[config.mk]
export PLATFORM = sky130hd
export DESIGN_NAME = operand_fetch_stage
export DESIGN_NICKNAME = d
export VERILOG_FILES = /design/src/rtl/operand_fetch_stage.sv
export SDC_FILE = /design/constraint.sdc
export NUM_CORES = 1
export LEC_CHECK = 0
export ABC_AREA = 1
export CAP_MARGIN = 20
export CORE_ASPECT_RATIO = 0.75
export CORE_MARGIN = 3
export CORE_UTILIZATION = 35
export CTS_CLUSTER_DIAMETER = 150
export CTS_CLUSTER_SIZE = 30
export DETAILED_ROUTE_END_ITERATION = 7
export HOLD_SLACK_MARGIN = 0.12
export SETUP_SLACK_MARGIN = 0.1
export SLEW_MARGIN = 20
export SYNTH_ARGS = -nofsm -noshare
export SYNTH_HDL_FRONTEND = slang
export SYNTH_SLANG_ARGS = --single-unit
[constraint.sdc]
create_clock -name clk -period 3.2 [get_ports clk]
set_clock_uncertainty 0.15 [all_clocks]
set_input_delay 0.64 -clock clk [delete_from_list [all_inputs] [get_ports clk]]
set_output_delay 0.64 -clock clk [all_outputs]
set_load 0.1 [all_outputs]
[src/rtl/operand_fetch_stage.sv]
// operand_fetch_stage
// Decode-to-execute stage sitting behind the register file. Drives the read
// addresses, forwards same-cycle writeback data, tracks in-flight destination
// writes in a pending scoreboard and stalls on RAW/WAW hazards. The captured
// operands are presented through a registered valid/ready output.
//
// Optional feature macro: ZERO_REG_EN
//   defined   -> register 0 reads as zero, is never marked pending and never
//                causes a hazard.
//   undefined -> register 0 is an ordinary register.
module operand_fetch_stage #(
    parameter int D = 5,
    parameter int W = 32
) (
    input  logic         clk,
    input  logic         rst_n,
    input  logic         in_valid,
    output logic         in_ready,
    input  logic [D-1:0] in_rs1,
    input  logic [D-1:0] in_rs2,
    input  logic [D-1:0] in_rd,
    input  logic         in_reg_write,
    output logic [D-1:0] rf_address1,
    output logic [D-1:0] rf_address2,
    input  logic [W-1:0] rf_read_data1,
    input  logic [W-1:0] rf_read_data2,
    input  logic         wb_valid,
    input  logic [D-1:0] wb_rd,
    input  logic [W-1:0] wb_data,
    input  logic         flush,
    output logic         out_valid,
    input  logic         out_ready,
    output logic [W-1:0] out_op1,
    output logic [W-1:0] out_op2,
    output logic [D-1:0] out_rd,
    output logic         out_reg_write
);

    localparam int NREG = 1 << D;

`ifdef ZERO_REG_EN
    localparam bit ZERO_REG = 1'b1;
`else
    localparam bit ZERO_REG = 1'b0;
`endif

    logic [NREG-1:0] pending;
    logic [NREG-1:0] pending_next;
    logic [NREG-1:0] wb_mask;
    logic [NREG-1:0] eff_pending;
    logic            hazard;
    logic            accept;
    logic            set_pending;
    logic [W-1:0]    op1_sel;
    logic [W-1:0]    op2_sel;

    // Register 0 is hardwired only when the zero-register feature is built in.
    function automatic logic is_zero(input logic [D-1:0] r);
        return ZERO_REG && (r == '0);
    endfunction

    // A held, still-unretired output that will write register r.
    function automatic logic held_writes(input logic [D-1:0] r);
        return out_valid && out_reg_write && !is_zero(out_rd) && (out_rd == r);
    endfunction

    // Operand source: zero register, then same-cycle writeback, then register file.
    function automatic logic [W-1:0] pick_operand(input logic [D-1:0] r,
                                                  input logic [W-1:0] rf_data);
        if (is_zero(r)) begin
            return '0;
        end else if (wb_valid && (wb_rd == r)) begin
            return wb_data;
        end else begin
            return rf_data;
        end
    endfunction

    assign rf_address1 = in_rs1;
    assign rf_address2 = in_rs2;

    // Writeback-first view of the scoreboard for this cycle's hazard check.
    always_comb begin
        // NOTE: every signal written here gets a default first so no latch is inferred.
        wb_mask = '0;
        if (wb_valid) begin
            wb_mask[wb_rd] = 1'b1;
        end
        eff_pending = pending & ~wb_mask;
    end

    // RAW/WAW hazard against the scoreboard and against the held output.
    always_comb begin
        hazard = 1'b0;
        if (in_valid) begin
            if ((eff_pending[in_rs1] && !is_zero(in_rs1)) ||
                (eff_pending[in_rs2] && !is_zero(in_rs2)) ||
                (in_reg_write && eff_pending[in_rd] && !is_zero(in_rd))) begin
                hazard = 1'b1;
            end
            if (held_writes(in_rs1) || held_writes(in_rs2) ||
                (in_reg_write && held_writes(in_rd))) begin
                hazard = 1'b1;
            end
        end
    end

    assign in_ready = !hazard && !flush && (!out_valid || out_ready);
    assign accept   = in_valid && in_ready;
    assign op1_sel  = pick_operand(in_rs1, rf_read_data1);
    assign op2_sel  = pick_operand(in_rs2, rf_read_data2);

    // A retiring output that writes a register becomes pending; a flushed one never does.
    assign set_pending = out_valid && out_ready && !flush && out_reg_write && !is_zero(out_rd);

    // Scoreboard update: writeback clears, retiring output sets, set wins on a tie.
    always_comb begin
        pending_next = pending & ~wb_mask;
        if (set_pending) begin
            pending_next[out_rd] = 1'b1;
        end
    end

    // Scoreboard register.
    always_ff @(posedge clk or negedge rst_n) begin
        // NOTE: the pending bits are a flop vector, so they are reset like any other state;
        // an unreset scoreboard would stall or race from power-up.
        if (!rst_n) begin
            pending <= '0;
        end else begin
            // NOTE: sequential state uses non-blocking assignments so every flop samples pre-edge values.
            pending <= pending_next;
        end
    end

    // ID/EX output register: flush kills, accept loads, consume without accept empties.
    always_ff @(posedge clk or negedge rst_n) begin
        if (!rst_n) begin
            out_valid     <= 1'b0;
            out_op1       <= '0;
            out_op2       <= '0;
            out_rd        <= '0;
            out_reg_write <= 1'b0;
        end else if (flush) begin
            out_valid <= 1'b0;
        end else if (accept) begin
            out_valid     <= 1'b1;
            out_op1       <= op1_sel;
            out_op2       <= op2_sel;
            out_rd        <= in_rd;
            out_reg_write <= in_reg_write;
        end else if (out_ready) begin
            out_valid <= 1'b0;
        end
    end

endmodule
; Word level (Yosys, flattened, before mapping)
; Cells that the tools add are included.
[op_classes]
mux = 20
bitwise_logic = 4
order_cmp = 7
n_eq_ne = 5
reduce_logical = 26
[op_table]
columns = operator, n
row1 = 2-to-1 mux 32 bit, 4
row2 = bitwise AND 32 bit, 1
row3 = inverter 32 bit, 1
row4 = OR 32 bit, 1
row5 = < comparator 5 x 6 -> 1 bit (second input constant), 5
row6 = == test 5 bit, 5
row7 = logical AND 1 bit, 16
row8 = binary-select mux 1 bit (select 5 bit), 3
row9 = 2-to-1 mux 1 bit, 11
row10 = demux 1 bit (select 5 bit), 2
row11 = >= comparator 5 x 1 -> 1 bit (second input constant), 2
row12 = logical OR 1 bit, 5
row13 = logical NOT 1 bit, 3
row14 = nonzero test 3 bit, 1
row15 = AND reduction 2 bit, 1
row16 = inverter 1 bit, 1
[totals]
out_inout_bits = 82
elab_cells = 68
register_bits = 103
in_bits = 123

; Logic depth before layout (Yosys ltp)
[depth]
depth_word = 20
ltp_mapped = 19
ltp_nobuf = 17

; Least setup slack after synthesis
; No wires, ideal clock.
[synth_timing]
path_type = flip-flop to output port
from = reg out_rd[2]
to = out in_ready
path_buffers = 1
required_ns = 2.410
stages_incl_launch_ff = 13
t_arrival_ns = 2.961
slack_ns = -0.551
cell_sequence = dfrtp_1 clkbuf_1 inv_1 o22ai_1 a211oi_1 nand2_1 nand3_1 nand2_1 inv_1 nor2_2 nand3_2 nor2_4 o21a_1
[synth_via]
elab_chain_len = 9
word_cells_on_any_way = 14
cone_classes = eq/ne: 3 / mux: 2 / reduce/logical: 9
[synth_rtl]
columns = element, line_no
row1 = from (decl), 35  ; output logic [D-1:0] out_rd,
row2 = from (signal assigned), 150  ; out_rd <= in_rd;
row3 = == test 5 bit, 64  ; return out_valid && out_reg_write && !is_zero(out_rd) && (out_rd == r);
row4 = logical AND 1 bit, 64
row5 = logical OR 1 bit or logical AND 1 bit (tied branches), "101, 102"
row6 = logical OR 1 bit *, 101  ; if (held_writes(in_rs1) || held_writes(in_rs2) ||
row7 = 2-to-1 mux 1 bit *, 101
row8 = 2-to-1 mux 1 bit *, 95  ; if (in_valid) begin
row9 = logical NOT 1 bit *, 108  ; assign in_ready = !hazard && !flush && (!out_valid || out_ready);
row10 = logical AND 1 bit * (2 in a row), 108
row11 = to (decl), 18  ; output logic in_ready,
; Mark *: on every way between the ends. The rest lies on a longest branch, timed or not.

; Worst setup path in the final report
[layout_timing]
from = in wb_rd[3]
to = out in_ready
[layout_via]
elab_chain_len = 17
word_cells_on_any_way = 23
cone_classes = order compare: 2 / mux: 12 / bitwise: 2 / reduce/logical: 7
[layout_rtl]
columns = element, line_no
row1 = from (decl), 28  ; input logic [D-1:0] wb_rd,
row2 = < comparator 5 x 6 -> 1 bit (implied by the code) or >= comparator 5 x 1 -> 1 bit (tied branches), 87  ; wb_mask[wb_rd] = 1'b1;
row3 = logical AND 1 bit (implied by the code), 87
row4 = 2-to-1 mux 1 bit (implied by the code), 87
row5 = demux 1 bit (select 5 bit) *, 87
row6 = 2-to-1 mux 32 bit *, 86  ; if (wb_valid) begin
row7 = inverter 32 bit *, 89  ; eff_pending = pending & ~wb_mask;
row8 = bitwise AND 32 bit *, 89
row9 = binary-select mux 1 bit (select 5 bit) (on tied branches), "96, 97, 98"
row10 = 2-to-1 mux 1 bit (on tied branches), "96, 97, 98"
row11 = logical OR 1 bit or logical AND 1 bit (tied branches), "96, 98"
row12 = logical OR 1 bit *, 97  ; (eff_pending[in_rs2] && !is_zero(in_rs2)) ||
row13 = 2-to-1 mux 1 bit *, 96  ; if ((eff_pending[in_rs1] && !is_zero(in_rs1)) ||
row14 = 2-to-1 mux 1 bit *, 101
row15 = 2-to-1 mux 1 bit *, 95
row16 = logical NOT 1 bit *, 108
row17 = logical AND 1 bit * (2 in a row), 108
; Mark *: on every way between the ends. The rest lies on a longest branch, timed or not. The select of a mux whose other input is x is not followed.

==> flow_summary.json <==
{
  "outcome": "finished, violations left",
  "violations": "setup timing",
  "critical_path.most_common_cell": "nand2_2",
  "synth_edf_count": 0,
  "final_antenna_net_count": 0,
  "final_util_pct": 57.60,
  "power.density_mw_per_mm2": 596.5,
  "post-route-min-period_ns": 3.328,
  "synthCells": 976,
  "drt_iter0_drc": 854,
  "cp_data_arrival_time_ns": 2.54,
  "final-setup-viol-count": 35,
  "fin_nets": 1378,
  "p_leak_nw": 5.363,
  "synth_cell_types": 35,
  "worstPathRequired_ns": 2.41,
  "dpl.cell_count": 1440,
  "clk_path_buf_depth": 2,
  "drc_errors": 0,
  "async_flop_share_pct": 100.0,
  "grt_use_total_pct": 26.26,
  "hold_path_class": "in -> async",
  "n_antenna_cell": 0,
  "final_hold_viol_count": 0,
  "cts_sinks": 103,
  "routed_wl_um": 28580,
  "routedWlPerCell_um": 18.99,
  "syn2layout_area_growth_pct": 60.22,
  "cts-root-buf": "clkbuf_16",
  "h-tree-depth": 3,
  "setup_slack_ns": -0.1279,
  "drive_gt1_share_pct": 29.73,
  "die_h_um": 125.9,
  "timing.rr.start": "pending[28]",
  "viasPerCell": 5.468,
  "tightest_slew_ns": 0.7387,
  "synth_area_per_cell_um2": 6.876,
  "path_max_fanout": 6,
  "synth_ff_type": "dfrtp_1",
  "yosys_register_bits": 103,
  "rsz0062_at_grt": "yes",
  "portBuffers": 204,
  "cp-start-kind": "input pin",
  "cp_slowest_cell": "nor2_4",
  "dieArea_mm2": 0.02089,
  "syn_nets": 1099,
  "cts_tree": "done",
  "drtPass1Iterations": 5,
  "synth_seq_area_share_pct": 38.40,
  "syn-cell-area_mm2": 0.006711,
  "grt_pass1_vias": 7777,
  "fmax_ghz": 0.3005,
  "fill_cells": 1753,
  "gp_congestion": 1.013,
  "ir_drop_mv": 0.5431,
  "start_util_pct": 35.95,
  "num_io_pins": 205,
  "grt_max_degree": 71,
  "crit_buf_inv": 3,
  "antenna_found_initial": 0,
  "timing.slew.headroom_pct": 50.75,
  "core_area_mm2": 0.01867,
  "die-width_um": 165.9,
  "endpoint_kind": "primary output",
  "stdcell_count": 1505,
  "ys_warn_count": 0,
  "worstPathCellList": "buf_8, buf_6, nand2_4, nor2_4, nand2_2, nand2_2, nand2_1, nand3_1, nand3_2, nand2_2, nand2_2, nand2_2, nor2_2, nor2_2, nand3_2, nor2_4, o21a_4, buf_12",
  "maxCapViolations": 0,
  "clk_latency_ns": 0.36,
  "rows": 43,
  "crit_start": "wb_rd[3]",
  "grt_pass1_wl_um": 43930,
  "dp_hpwl_um": 19600,
  "cts_buffers": 9,
  "period_share_pct": 104.0,
  "crit_family": "simple AND/OR/NAND/NOR gates",
  "seq_area_mm2": 0.002589,
  "vias": 8229,
  "slew_viol_final": 0,
  "overflow": 0,
  "multi_input_area_mm2": 0.003940,
  "path_class": "in -> out",
  "slowest_delay_ns": 0.25,
  "clk_pin_slew_ns": 0.07
}
-- path summary, 6_finish.rpt --
kind,endpoint,slack [ns],depth (start not counted)
setup / recovery,in_ready,-0.13,18
hold / removal,out_op1[19],0.17,1
setup reg to reg,pending[28],0.33,19
hold reg to reg,out_op1[29],0.33,2
max in group asynchronous,pending[6],1.99,2
min in group clk,out_op1[29],0.33,2
-- cells in the mapped netlist, types with 2 or more instances --
library cell | n | share of area [%]
nand2_1 | 351 | 20
nand3_1 | 132 | 9.8
dfrtp_1 | 103 | 38
o21ai_0 | 87 | 6.5
nand4_1 | 72 | 6.7
inv_1 | 62 | 3.5
clkbuf_1 | 41 | 2.3
a21boi_0 | 14 | 1.6
buf_4 | 14 | 1.6
o21bai_1 | 13 | 1.5
buf_2 | 12 | 0.89
nor2_1 | 11 | 0.62
o22ai_1 | 8 | 0.75
buf_6 | 7 | 1.2
nor2_2 | 6 | 0.56
xor2_1 | 6 | 0.78
a21oi_1 | 5 | 0.37
o211ai_1 | 4 | 0.45
clkinv_1 | 3 | 0.17
nor3_1 | 3 | 0.22
xnor2_1 | 3 | 0.39
a221oi_1 | 2 | 0.26
buf_1 | 2 | 0.11
inv_2 | 2 | 0.11
nor2_4 | 2 | 0.34
o2111ai_1 | 2 | 0.26
-- through the flow --
step	hold slack (ns)	setup TNS (ns)	instance area [um^2]	power (mW)	worst slack [ns]
after global placement	0.3129	-48.53	9532	5.231	-0.7228
after floorplan	0.1944	0	6787	4.253	0.1003
final	0.1748	-1.367	10750	6.414	-0.1279
after CTS	0.1883	-1.190	10510	6.393	-0.05373
after global routing	0.2093	-7.711	10750	6.668	-0.2313
after detailed placement	0.3165	-46.79	9532	5.244	-0.7004
-- logic make-up after synthesis --
kind of cell | count (synthesis) | synth area share, %
and+or+nand+nor | 582 | 38.61
buffers and inverters | 143 | 9.788
AOI/OAI and AO/OA | 139 | 12.02
DFF | 103 | 38.40
xor gates and xnor gates | 9 | 1.175
-- final cells by class --
class                           instances  share of cell area (%)
Multi-Input combinational cell        730                   36.64
Timing Repair Buffer                  344                   31.56
Sequential cell                       103                   24.07
Tap cell                              247                   2.874
Inverter                               67                   2.432
Clock buffer                            9                   2.094
Clock inverter                          5                  0.3258
-- power breakdown --
group	leakage [nW]	switching (mW)	internal, mW
clock network	0.128	0.514	0.523
logic	3.89	2.71	0.866
registers	1.35	0.232	1.57
total	5.36	3.46	2.96
-- worst reg2reg max path: stages, from the launching register on --
cell     delay [ns]
dfrtp_1        0.43
nand2_4        0.08
buf_4          0.14
buf_4          0.12
buf_4          0.12
buf_4          0.13
buf_4          0.12
buf_4          0.12
buf_4          0.12
buf_4          0.12
buf_4          0.12
buf_4          0.12
buf_4          0.12
buf_4          0.12
buf_4          0.12
buf_4          0.12
buf_4          0.12
buf_4          0.12
buf_4          0.12
o21ai_1        0.06
-- registers in the layout, indices dropped and copies added, names as in the netlist --
signal,count
out_op1,32
out_op2,32
out_rd,5
out_reg_write,1
out_valid,1
pending,32
-- what timing repair did --
item	CTS	global route
resized for setup	143	49
endpoints found under the hold margin	0	0
hold buffers	0	0
endpoints found under the setup margin	72	73
setup buffers	36	9
gates cloned	6	2
pin swaps	42	32
-- placed cells by master (no fill, tap or decap), drive strengths merged, types with 5 or more instances in the layout --
master / netlist / final
nand2: 352 / 352
buf: 35 / 227
nand3: 133 / 133
clkdlybuf4s50: 0 / 105
dfrtp: 103 / 103
o21ai: 88 / 88
nand4: 73 / 73
inv: 64 / 65
nor2: 19 / 19
a21boi: 14 / 14
o21bai: 13 / 13
clkbuf: 41 / 13
o22ai: 8 / 8
xor2: 6 / 6
dlygate4sd2: 0 / 6
clkinv: 3 / 5
a21oi: 5 / 5
-- routing by layer --
metal / track usage [%] / vias to the layer above / wire [um]
met4: 6.210 / 0 / 510
met2: 39.27 / 436 / 12540
met5: 0 / - / 0
li1: - / 3825 / -
met3: 6.997 / 57 / 2787
met1: 38.05 / 3911 / 12750
(Power assumes the default switching activity.)
